File: src/rtl/sa_load_scheduler.sv
// Round-robin load sequencer for the systolic-array row buffers: grants each FIFO
// one BURST-word read burst, then fires compute and waits for the array to finish.
module sa_load_scheduler #(
  parameter int N_BUF  = 3,
  parameter int BURST  = 9,
  parameter int W_ADDR = 8
) (
  input  logic                          i_clk,
  input  logic                          i_rst,
  input  logic                          i_start,
  input  logic [N_BUF-1:0]              i_fifo_empty,
  input  logic [N_BUF*(W_ADDR+1)-1:0]   i_occupants,
  input  logic                          i_compute_done,
  output logic [N_BUF-1:0]              o_read_enable,
  output logic [N_BUF-1:0]              o_sr_enable,
  output logic                          o_compute_start,
  output logic                          o_busy,
  output logic                          o_pass_done
);

  localparam int OW = W_ADDR + 1;
  localparam int CW = $clog2(BURST + 1);
  localparam int PW = (N_BUF > 1) ? $clog2(N_BUF) : 1;

  localparam logic [2:0] S_IDLE  = 3'd0;
  localparam logic [2:0] S_ARB   = 3'd1;
  localparam logic [2:0] S_LOAD  = 3'd2;
  localparam logic [2:0] S_FLUSH = 3'd3;
  localparam logic [2:0] S_FIRE  = 3'd4;
  localparam logic [2:0] S_WAIT  = 3'd5;
  localparam logic [2:0] S_DONE  = 3'd6;

  logic [2:0]       state_q, state_d;
  logic [N_BUF-1:0] loaded_q, loaded_d;
  logic [PW-1:0]    rr_q, rr_d;
  logic [PW-1:0]    grant_q, grant_d;
  logic [CW-1:0]    cnt_q, cnt_d;
  logic [N_BUF-1:0] sr_q;

  logic [N_BUF-1:0] elig;
  logic [N_BUF-1:0] rd_en;
  logic             found;
  logic [PW-1:0]    pick;
  logic [PW-1:0]    cand;

  always_comb begin
    for (int k = 0; k < N_BUF; k++) begin
      elig[k] = !loaded_q[k] && !i_fifo_empty[k] &&
                (i_occupants[k*OW +: OW] >= OW'(BURST));
    end
  end

  // First eligible buffer at or after rr_q, wrapping around.
  always_comb begin
    found = 1'b0;
    pick  = '0;
    cand  = '0;
    for (int i = 0; i < N_BUF; i++) begin
      cand = PW'((int'(rr_q) + i) % N_BUF);
      if (!found && elig[cand]) begin
        found = 1'b1;
        pick  = cand;
      end
    end
  end

  always_comb begin
    rd_en = '0;
    if (state_q == S_LOAD && !i_fifo_empty[grant_q]) rd_en[grant_q] = 1'b1;
  end

  always_comb begin
    state_d  = state_q;
    loaded_d = loaded_q;
    rr_d     = rr_q;
    grant_d  = grant_q;
    cnt_d    = cnt_q;
    case (state_q)
      S_IDLE: begin
        if (i_start) begin
          loaded_d = '0;
          state_d  = S_ARB;
        end
      end
      S_ARB: begin
        if (found) begin
          grant_d = pick;
          cnt_d   = '0;
          state_d = S_LOAD;
        end
      end
      S_LOAD: begin
        if (rd_en != '0) begin
          cnt_d = cnt_q + CW'(1);
          if (cnt_q == CW'(BURST - 1)) state_d = S_FLUSH;
        end
      end
      S_FLUSH: begin
        loaded_d[grant_q] = 1'b1;
        rr_d    = (grant_q == PW'(N_BUF - 1)) ? '0 : grant_q + PW'(1);
        state_d = (&loaded_d) ? S_FIRE : S_ARB;
      end
      S_FIRE:  state_d = S_WAIT;
      S_WAIT:  if (i_compute_done) state_d = S_DONE;
      S_DONE:  state_d = S_IDLE;
      default: state_d = S_IDLE;
    endcase
  end

  always_ff @(posedge i_clk or posedge i_rst) begin
    if (i_rst) begin
      state_q  <= S_IDLE;
      loaded_q <= '0;
      rr_q     <= '0;
      grant_q  <= '0;
      cnt_q    <= '0;
      sr_q     <= '0;
    end else begin
      state_q  <= state_d;
      loaded_q <= loaded_d;
      rr_q     <= rr_d;
      grant_q  <= grant_d;
      cnt_q    <= cnt_d;
      sr_q     <= rd_en;
    end
  end

  // FIFO data appears one cycle after the read strobe, so the shift enable lags it.
  assign o_read_enable   = rd_en;
  assign o_sr_enable     = sr_q;
  assign o_compute_start = (state_q == S_FIRE);
  assign o_busy          = (state_q != S_IDLE);
  assign o_pass_done     = (state_q == S_DONE);

endmodule

File: config.mk
export PLATFORM = sky130hd
export DESIGN_NAME = sa_load_scheduler
export DESIGN_NICKNAME = d
export VERILOG_FILES = /design/src/rtl/sa_load_scheduler.sv
export SDC_FILE = /design/constraint.sdc
export NUM_CORES = 1
export LEC_CHECK = 0
export ABC_AREA = 1
export BUFFER_PORTS_ARGS = -buffer_cell sky130_fd_sc_hd__buf_4
export CELL_PAD_IN_SITES_DETAIL_PLACEMENT = 1
export CELL_PAD_IN_SITES_GLOBAL_PLACEMENT = 2
export CORE_UTILIZATION = 25
export DETAILED_ROUTE_END_ITERATION = 10
export PLACE_DENSITY_LB_ADDON = 0.05
export SETUP_SLACK_MARGIN = 0.2
export SLEW_MARGIN = 10
export SYNTH_ARGS = -nofsm -noshare
export SYNTH_HDL_FRONTEND = slang
export SYNTH_SLANG_ARGS = --single-unit
File: constraint.sdc
create_clock -name i_clk -period 1.8 [get_ports i_clk]
set_input_delay 0.36 -clock i_clk [delete_from_list [all_inputs] [get_ports i_clk]]
set_output_delay 0.36 -clock i_clk [all_outputs]
set_load 0.01 [all_outputs]
==> results of run 1 <==
[where the power goes]
part / switching (mW) / leakage, nW / internal [mW]
sequential: 0.159 / 0.218 / 0.531
clock: 0.139 / 0.0228 / 0.157
combinational: 1.40 / 0.879 / 1.14
total: 1.70 / 1.12 / 1.83
[how the worst min path moves through the flow]
stage	to	from	slack [ns]	cells after the start
after CTS	o_sr_enable[2]	i_rst	0.23	2
after detailed placement	state_q[1]	i_rst	0.51	2
after floorplan	cnt_q[0]	i_rst	0.29	1
after global placement	state_q[1]	i_rst	0.50	2
after global routing	cnt_q[3]	i_rst	0.26	2
final	o_sr_enable[2]	i_rst	0.20	2
[placed cells by master (no fill, tap or decap), types with 6 or more instances in the layout]
master and count:
dfrtp_1 13, nand3_2 9, inv_1 26, nor2_1 18, inv_2 10, buf_4 67, buf_6 6, nand2_1 44
nand2_2 7, nand3_1 13
[metrics by stage]
stage	worst slack [ns]	total power [mW]	cell area [um2]	util, %
floorplan	0.215	1.75	1270	-
global placement	0.0564	2.35	1750	36.3
detailed placement	0.00128	2.41	1750	36.3
CTS	-0.0415	3.06	1950	40.5
global route	-0.102	3.81	2150	44.6
finish	0.00765	3.53	2150	44.6
[kinds of logic after synthesis]
logic type                 after synthesis  share of synthesized area [%]
and+or+nand+nor                        116                           41.8
buffers and inverters                   37                           10.9
DFF                                     17                           33.4
AOI/OAI and AO/OA                       14                           7.56
adders and majority gates                5                           4.91
xor gates and xnor gates                 2                           1.38
[layout make-up]
| cell class | instances | area [um2] | share of cell area, % |
|---|---|---|---|
| Clock buffer | 4 | 45.0 | 2.10 |
| Inverter | 37 | 141 | 6.59 |
| Multi-Input combinational cell | 137 | 876 | 40.8 |
| Sequential cell | 17 | 430 | 20.0 |
| Tap cell | 67 | 83.8 | 3.90 |
| Timing Repair Buffer | 73 | 571 | 26.6 |
[layer usage]
| layer | part of all wire (%) | wire, um | up-vias | track usage, % |
|---|---|---|---|---|
| met2 | 52 | 2320 | 29 | 31.8 |
| li1 | - | - | 757 | - |
| met4 | 0.88 | 39 | 0 | 2.56 |
| met5 | 0 | 0 | - | 0 |
| met3 | 3.1 | 135 | 7 | 3.29 |
| met1 | 44 | 1930 | 706 | 20.3 |
[sequential cells by signal, summed over array words and instances (netlist names)]
register	flops
cnt_q	4
grant_q	2
loaded_q	3
o_sr_enable	3
rr_q	2
state_q	3
[what timing repair did]
action	in CTS	in global routing
endpoints found under the setup margin	12	12
hold buffers	0	0
pin swaps	9	19
buffers inserted	10	11
gates resized for setup	25	30
[worst max-delay path: cells and delay by family (launching register included)]
kind	cells	cell delay, ns
flip-flops	1	0.42
AND/OR/NAND/NOR	2	0.39
buffers and inverters	3	0.36
==> results.md, run 1 <==
- Clock slew at the register clock pins of the worst setup and hold paths: 0.07 ns
- Antenna Violating Nets Remaining: 0
- Number of I/O port buffers: 42
- Post-synthesis sequential area ratio: 33.4%
- R2R Path End: grant_q[1]
- Total via count after detailed routing: 1499
- Vias in the first global route: 1541
- Top Ports: 43
- Number of instances in the synthesized netlist: 191
- DRC violation count after routing: 0
- R2r worst-path depth: 10
- Skew final: 0.00205 ns
- Die outline height: 73.4 um
- Slowest cell on crit path: dfrtp_1
- Leading post-synthesis cells by instance count: nand2_1 (54), inv_1 (34), nand3_1 (22), nor2_1 (21), dfrtp_1 (17)
- Width of the die: 73.4 um
- Critical Path Start: state_q[0]
- Tcrit/Tclk final: 99.6%
- Core Footprint: 4820 um2
- Main flop type after synthesis: dfrtp_1
- Maximum Capacitance Violations: 0
- Initial antenna violation count: 0
- Kind of critical path: reg2out
- Synthesized area: 1270 um2
- DR vias/cell: 4.47
- Average detailed-routed wire length per instance: 13.2 um
- Number of diodes added for antenna fixing: 0
- Count of nets after finishing: 308
- HPWL Detailed: 3230 um
- Worst relative slew slack: 55.1%
- Number of enable flip-flop cells after synthesis: 0
- Insertion delay of the later-clocked pin in the worst-skew pair: 0.26 ns
- Worst slack on hold paths: 0.205 ns
- Initial core utilization: 26.4%
- Iter 0 DRT Violations: 49
- Routed Wire Length: 4420 um
- Area Overhead vs Synth: 68.6%
- VDD IR max: 814 uV
- Bufs on Longest Clock Path: 2
- Htree depth: 1
- TritonCTS clock tree: done
- Number of hold violations in the final report: 0
- Clock period minus worst slack: 1.79 ns
- Master cell of the clock root buffer: clkbuf_8
- R2r startpoint: rr_q[1]
- Arrival time worst endpoint: 1.43 ns
- Net count after synthesis: 230
- Yosys Warn Count: 0
- Run status: finished clean
- Final setup violation count: 0
- Unrepaired setup endpoints after global routing: true
- Clk sinks: 17
- Number of slew-limit violations in the final report: 0
- Max Freq: 558 MHz
- Final Wtd Congestion: 0.802
- Setup crit end: o_read_enable[2]
- Final setup TNS: 0 ns
- Number of distinct library cells after synthesis: 27
- Top-count cell post-synth: nand2_1
- Critical path cell sequence: inv_2, nand3_4, nor4_4, buf_4, buf_6
- Largest cells by area after synthesis: dfrtp_1 (33%), nand2_1 (16%), inv_1 (10%)
- FFs w/ async S/R, synth: 100%
- Overall global routing resource usage: 17.0%
- Total of flip-flops plus latches after synthesis: 17
- GRT Residual Overflow: 0
- Slew at the pin closest to its max-slew limit: 0.673 ns
- DIE AREA: 5380 um2
- Fraction of post-synthesis cell area in the top cell type by area: 33.4%
- First-pass iteration count of the detailed router: 4
- Type of the worst min-delay path: in2async
- Startpoint type of the worst setup path: flop
- First-pass GRT wire length: 6990 um
- Cell Count Post-Placement: 310
- Static leakage: 1.12 nW
- Critical path fanouts, max: 4
- Peak per-stage delay on the critical path: 0.42 ns
- Synth area leader: dfrtp_1
- Filler instances: 635
- Crit path required time: 1.44 ns
- Mean cell area of the mapped netlist: 6.67 um2
- Endpoint kind of the worst setup timing path: output port
- Pwr per Cell Area: 1640 nW/um2
- Final non-filler cell total: 335
- Layout cells sized above 1: 46.6%
- Pin count of the biggest net entering global routing: 18
- Register-to-register setup slack: 0.11 ns
- Number of clock buffers inserted by TritonCTS: 3
- Row count: 25
No activity file was read; power rests on OpenSTA's default activity.
==> run 2, diff against run 1 <==
--- a/config.mk
+++ b/config.mk
@@ -9,6 +9,7 @@
 export BUFFER_PORTS_ARGS = -buffer_cell sky130_fd_sc_hd__buf_4
 export CELL_PAD_IN_SITES_DETAIL_PLACEMENT = 1
 export CELL_PAD_IN_SITES_GLOBAL_PLACEMENT = 2
+export CORE_ASPECT_RATIO = 0.9
 export CORE_UTILIZATION = 25
 export DETAILED_ROUTE_END_ITERATION = 10
 export PLACE_DENSITY_LB_ADDON = 0.05
==> results.md, run 2 (same netlist as run 1, synthesis figures left out) <==
- Endpoint kind of the worst setup timing path: output port
- Utilization of the core after routing: 45.1%
- Dominant delay contributor by cell family on the critical path: simple AND/OR/NAND/NOR gates
- Total buffers and inverters traversed by the critical path: 4
- Pin count of the biggest net entering global routing: 18
- Critical path cell sequence: inv_2, nand2_2, inv_2, nand2_2, nand2_4, nor3_4, nand2_1, inv_2, buf_6
- Master cell of the clock root buffer: clkbuf_8
- GRT Residual Overflow: 0
- Core Footprint: 4860 um2
- Number of hold violations in the final report: 0
- Biggest register: cnt_q
- Type of the worst min-delay path: in2async
- R2R Path End: state_q[1]
- Average detailed-routed wire length per instance: 14.1 um
- Startpoint type of the worst setup path: flop
- Crit path required time: 1.44 ns
- Multi-input gate area in the final layout: 923 um2
- DRC violation count after routing: 0
- Run status: finished clean
- Clock slew at the register clock pins of the worst setup and hold paths: 0.07 ns
- Pwr per Cell Area: 1700 nW/um2
- Static leakage: 1.13 nW
- Row count: 24
- Skew final: 0.00664 ns
- Routed Wire Length: 4670 um
- Register-to-register setup slack: 0.12 ns
- Overall global routing resource usage: 17.5%
- Number of diodes added for antenna fixing: 0
- Layout cells sized above 1: 49.4%
- Tcrit/Tclk final: 98.8%
- VDD IR max: 745 uV
- Filler instances: 605
- Number of clock buffers inserted by TritonCTS: 3
- Initial core utilization: 26.2%
- Vias in the first global route: 1578
- Clk sinks: 17
- Flip-flop count of the largest register after layout: 4
- Slew at the pin closest to its max-slew limit: 0.704 ns
- Maximum Capacitance Violations: 0
- Die outline height: 69.7 um
- DR vias/cell: 4.50
- Kind of critical path: reg2out
- Count of nets after finishing: 305
- FF+latch area: 429 um2
- Max Freq: 562 MHz
- R2r worst-path depth: 13
- Clock period minus worst slack: 1.78 ns
- Area Overhead vs Synth: 72.4%
- First-pass GRT wire length: 7530 um
- Unrepaired setup endpoints after global routing: true
- Peak per-stage delay on the critical path: 0.43 ns
- Final setup violation count: 0
- HPWL Detailed: 3310 um
- Most frequent standard cell in the layout excluding fill and tap cells: buf_4
- Arrival time worst endpoint: 1.42 ns
- TritonCTS clock tree: done
- Iter 0 DRT Violations: 38
- Worst relative slew slack: 53.0%
- DIE AREA: 5380 um2
- Antenna Violating Nets Remaining: 0
- Number of I/O port buffers: 42
- Insertion delay of the later-clocked pin in the worst-skew pair: 0.26 ns
- Width of the die: 77.2 um
- R2r startpoint: grant_q[1]
- Slowest cell on crit path: dfrtp_2
- Bufs on Longest Clock Path: 2
- First-pass iteration count of the detailed router: 2
- Initial antenna violation count: 0
- Worst path most repeated cell: inv_2
- Htree depth: 1
- Commonest cells after routing, fill and taps aside: buf_4 (60), nand2_1 (44), inv_1 (24), nor2_1 (17), dfrtp_1 (14)
- Top Ports: 43
- Critical path fanouts, max: 4
- Total via count after detailed routing: 1484
- Final Wtd Congestion: 0.852
- Worst path setup slack after routing: 0.0209 ns
- Number of slew-limit violations in the final report: 0
- Worst-case setup slack after placement: -0.0344 ns
## run 2: how the worst max path moves through the flow
stage / start / endpoint / slack (ns) / depth (start not counted)
final: grant_q[1] / o_read_enable[0] / 0.02 / 9
after detailed placement: i_occupants[19] / grant_q[0] / -0.03 / 13
after floorplan: rr_q[0] / cnt_q[1] / 0.22 / 11
after global placement: i_occupants[22] / grant_q[0] / 0.03 / 11
after CTS: grant_q[1] / o_read_enable[1] / -0.02 / 9
after global routing: grant_q[1] / o_read_enable[0] / -0.08 / 9
## run 2: worst reg2reg max path: cells and delay by family, from the launching register on
kind	cells	cell delay [ns]
AO/OA/AOI/OAI	2	0.21
buffers and inverters	4	0.35
flip-flops	1	0.43
AND/OR/NAND/NOR	7	0.62
## run 2: metal layers
layer,part of all wire (%),up-vias,track usage [%]
met5,0,-,0
met4,0.21,0,1.68
met3,3.4,2,3.68
met2,53,26,31.7
met1,44,704,21.9
li1,-,752,-
## run 2: area by class of cell
| class | count | share of cell area, % |
|---|---|---|
| multi-input cells | 137 | 42.1 |
| repair buffers | 70 | 26.0 |
| flip-flops and latches | 17 | 19.5 |
| inverters | 37 | 6.55 |
| well taps | 65 | 3.70 |
| clock buffers | 3 | 1.88 |
| clock inverters | 1 | 0.228 |
## run 2: where the power goes
| group | switching (mW) | internal (mW) | leakage [nW] |
|---|---|---|---|
| combinational | 1.48 | 1.26 | 0.886 |
| clock | 0.143 | 0.154 | 0.0255 |
| sequential | 0.167 | 0.530 | 0.219 |
| total | 1.79 | 1.94 | 1.13 |
## run 2: what timing repair did
action	CTS	global route
gates resized for setup	35	35
pin swaps	18	22
endpoints found under the setup margin	12	13
hold buffers	0	0
buffers inserted	10	9
## run 2: metrics by stage
stage | power (mW) | cell area, um2 | TNS, ns | std cells | hold slack (ns)
floorplan | 1.75 | 1270 | 0 | 191 | 0.286
global placement | 2.32 | 1740 | 0 | 307 | 0.505
detailed placement | 2.37 | 1740 | -0.0770 | 307 | 0.522
CTS | 3.13 | 1980 | -0.0411 | 321 | 0.239
global route | 4.05 | 2200 | -0.207 | 330 | 0.273
finish | 3.73 | 2200 | 0 | 330 | 0.218
==> run 3, diff against run 2 <==
--- a/config.mk
+++ b/config.mk
@@ -12,6 +12,7 @@
 export CORE_ASPECT_RATIO = 0.9
 export CORE_UTILIZATION = 25
 export DETAILED_ROUTE_END_ITERATION = 10
+export MAX_ROUTING_LAYER = met4
 export PLACE_DENSITY_LB_ADDON = 0.05
 export SETUP_SLACK_MARGIN = 0.2
 export SLEW_MARGIN = 10
==> constraint.sdc (replaced) <==
create_clock -name i_clk -period 2.2 [get_ports i_clk]
set_input_delay 0.44 -clock i_clk [delete_from_list [all_inputs] [get_ports i_clk]]
set_output_delay 0.44 -clock i_clk [all_outputs]
set_load 0.01 [all_outputs]
==> results.md, run 3 (same netlist as run 1, synthesis figures left out) <==
- Run status: finished clean
- First-pass GRT wire length: 6690 um
- Number of hold violations in the final report: 0
- Initial core utilization: 26.2%
- Number of clock buffers inserted by TritonCTS: 3
- Final Wtd Congestion: 0.842
- HPWL Detailed: 3070 um
- DP Area: 1690 um2
- Endpoint kind of the worst setup timing path: output port
- Startpoint type of the worst setup path: flop
- Max Freq: 522 MHz
- Final setup TNS: 0 ns
- Die outline height: 69.7 um
- DIE AREA: 5380 um2
- Routed Wire Length: 3740 um
- DR vias/cell: 4.46
- Htree depth: 1
- Master cell of the clock root buffer: clkbuf_8
- Unrepaired setup endpoints after global routing: true
- Static leakage: 0.972 nW
- GRT Residual Overflow: 0
- Multi-input gate area in the final layout: 746 um2
- Pin count of the biggest net entering global routing: 18
- Insertion delay of the later-clocked pin in the worst-skew pair: 0.25 ns
- Tcrit/Tclk final: 87.0%
- Clock slew at the register clock pins of the worst setup and hold paths: 0.07 ns
- Layout cells sized above 1: 31.3%
- Clock period minus worst slack: 1.91 ns
- Row count: 24
- Average detailed-routed wire length per instance: 12.1 um
- First-pass iteration count of the detailed router: 4
- Pwr per Cell Area: 1190 nW/um2
- FF+latch area: 428 um2
- Crit path required time: 1.76 ns
- Number of I/O port buffers: 42
- Core Footprint: 4860 um2
- Number of slew-limit violations in the final report: 0
- Final instance area: 1810 um2
- TritonCTS clock tree: done
- Final setup violation count: 0
- Kind of critical path: reg2out
- Number of diodes added for antenna fixing: 0
- Commonest cells after routing, fill and taps aside: nand2_1 (50), buf_4 (47), inv_1 (30), nand3_1 (22), nor2_1 (21)
- Skew final: 0.00833 ns
- DRC violation count after routing: 0
- Arrival time worst endpoint: 1.47 ns
- Bufs on Longest Clock Path: 2
- VDD IR max: 490 uV
- Total via count after detailed routing: 1374
- Slew at the pin closest to its max-slew limit: 0.683 ns
- Iter 0 DRT Violations: 46
- Maximum Capacitance Violations: 0
- Initial antenna violation count: 0
- Clk sinks: 17
- Top Ports: 43
- Worst relative slew slack: 54.4%
- Type of the worst min-delay path: in2async
- Filler instances: 632
- Most frequent standard cell in the layout excluding fill and tap cells: nand2_1
- Biggest register: cnt_q
- Overall global routing resource usage: 15.7%
- Width of the die: 77.2 um
- Area Overhead vs Synth: 41.8%
- Antenna Violating Nets Remaining: 0
- Count of nets after finishing: 283
- Critical path fanouts, max: 7
- Flip-flop count of the largest register after layout: 4
- Vias in the first global route: 1454
## run 3: report_power, final
group | total, mW | switching, mW | internal (mW)
logic | 1.36 | 0.837 | 0.522
clock network | 0.235 | 0.110 | 0.126
registers | 0.561 | 0.130 | 0.431
total | 2.16 | 1.08 | 1.08
## run 3: worst paths after layout
| check | from | endpoint | slack, ns | depth (start not counted) |
|---|---|---|---|---|
| max in group asynchronous | i_rst | state_q[2] | 1.43 | 2 |
| min reg2reg | loaded_q[0] | loaded_q[0] | 0.54 | 2 |
| max | state_q[2] | o_read_enable[2] | 0.29 | 5 |
| min in group i_clk | i_fifo_empty[2] | o_sr_enable[2] | 0.49 | 3 |
| min | i_rst | state_q[1] | 0.29 | 2 |
| max reg2reg | grant_q[1] | state_q[0] | 0.41 | 12 |
## run 3: timing repair
item	4_1_cts	5_1_grt
endpoints found under the setup margin	0	11
hold buffers	0	0
hold endpoints to repair	0	0
setup buffers	0	4
gates resized for setup	0	17
## run 3: stage by stage
stage          instances  utilization (%)  total power [mW]  hold WS, ns  worst slack (ns)
2_1_floorplan        191                -              1.43        0.366             0.615
3_3_place_gp         300             34.6              1.78        0.530             0.369
3_5_place_dp         300             34.6              1.82        0.534             0.299
4_1_cts              304             35.6              2.07        0.317             0.204
5_1_grt              308             37.1              2.42        0.336             0.183
6_report             308             37.1              2.16        0.288             0.285
## run 3: worst max-delay path: stages, from the launching register on
cell     delay [ns]
dfrtp_2        0.46
inv_4          0.10
nand3_4        0.13
nor4_2         0.27
buf_4          0.15
buf_4          0.11
## run 3: cell type report
cell class              instances  area share [%]
repair buffers                 48            20.2
inverters                      37            7.83
flip-flops and latches         17            23.7
clock buffers                   3            2.29
clock inverters                 1           0.277
multi-input cells             137            41.3
well taps                      65            4.50
## run 3: per-layer routing
| layer | GRT usage (%) | part of all wire (%) |
|---|---|---|
| met5 | - | 0 |
| met4 | 0.629 | 0.21 |
| met3 | 3.55 | 4.1 |
| met2 | 25.9 | 46 |
| met1 | 20.7 | 49 |
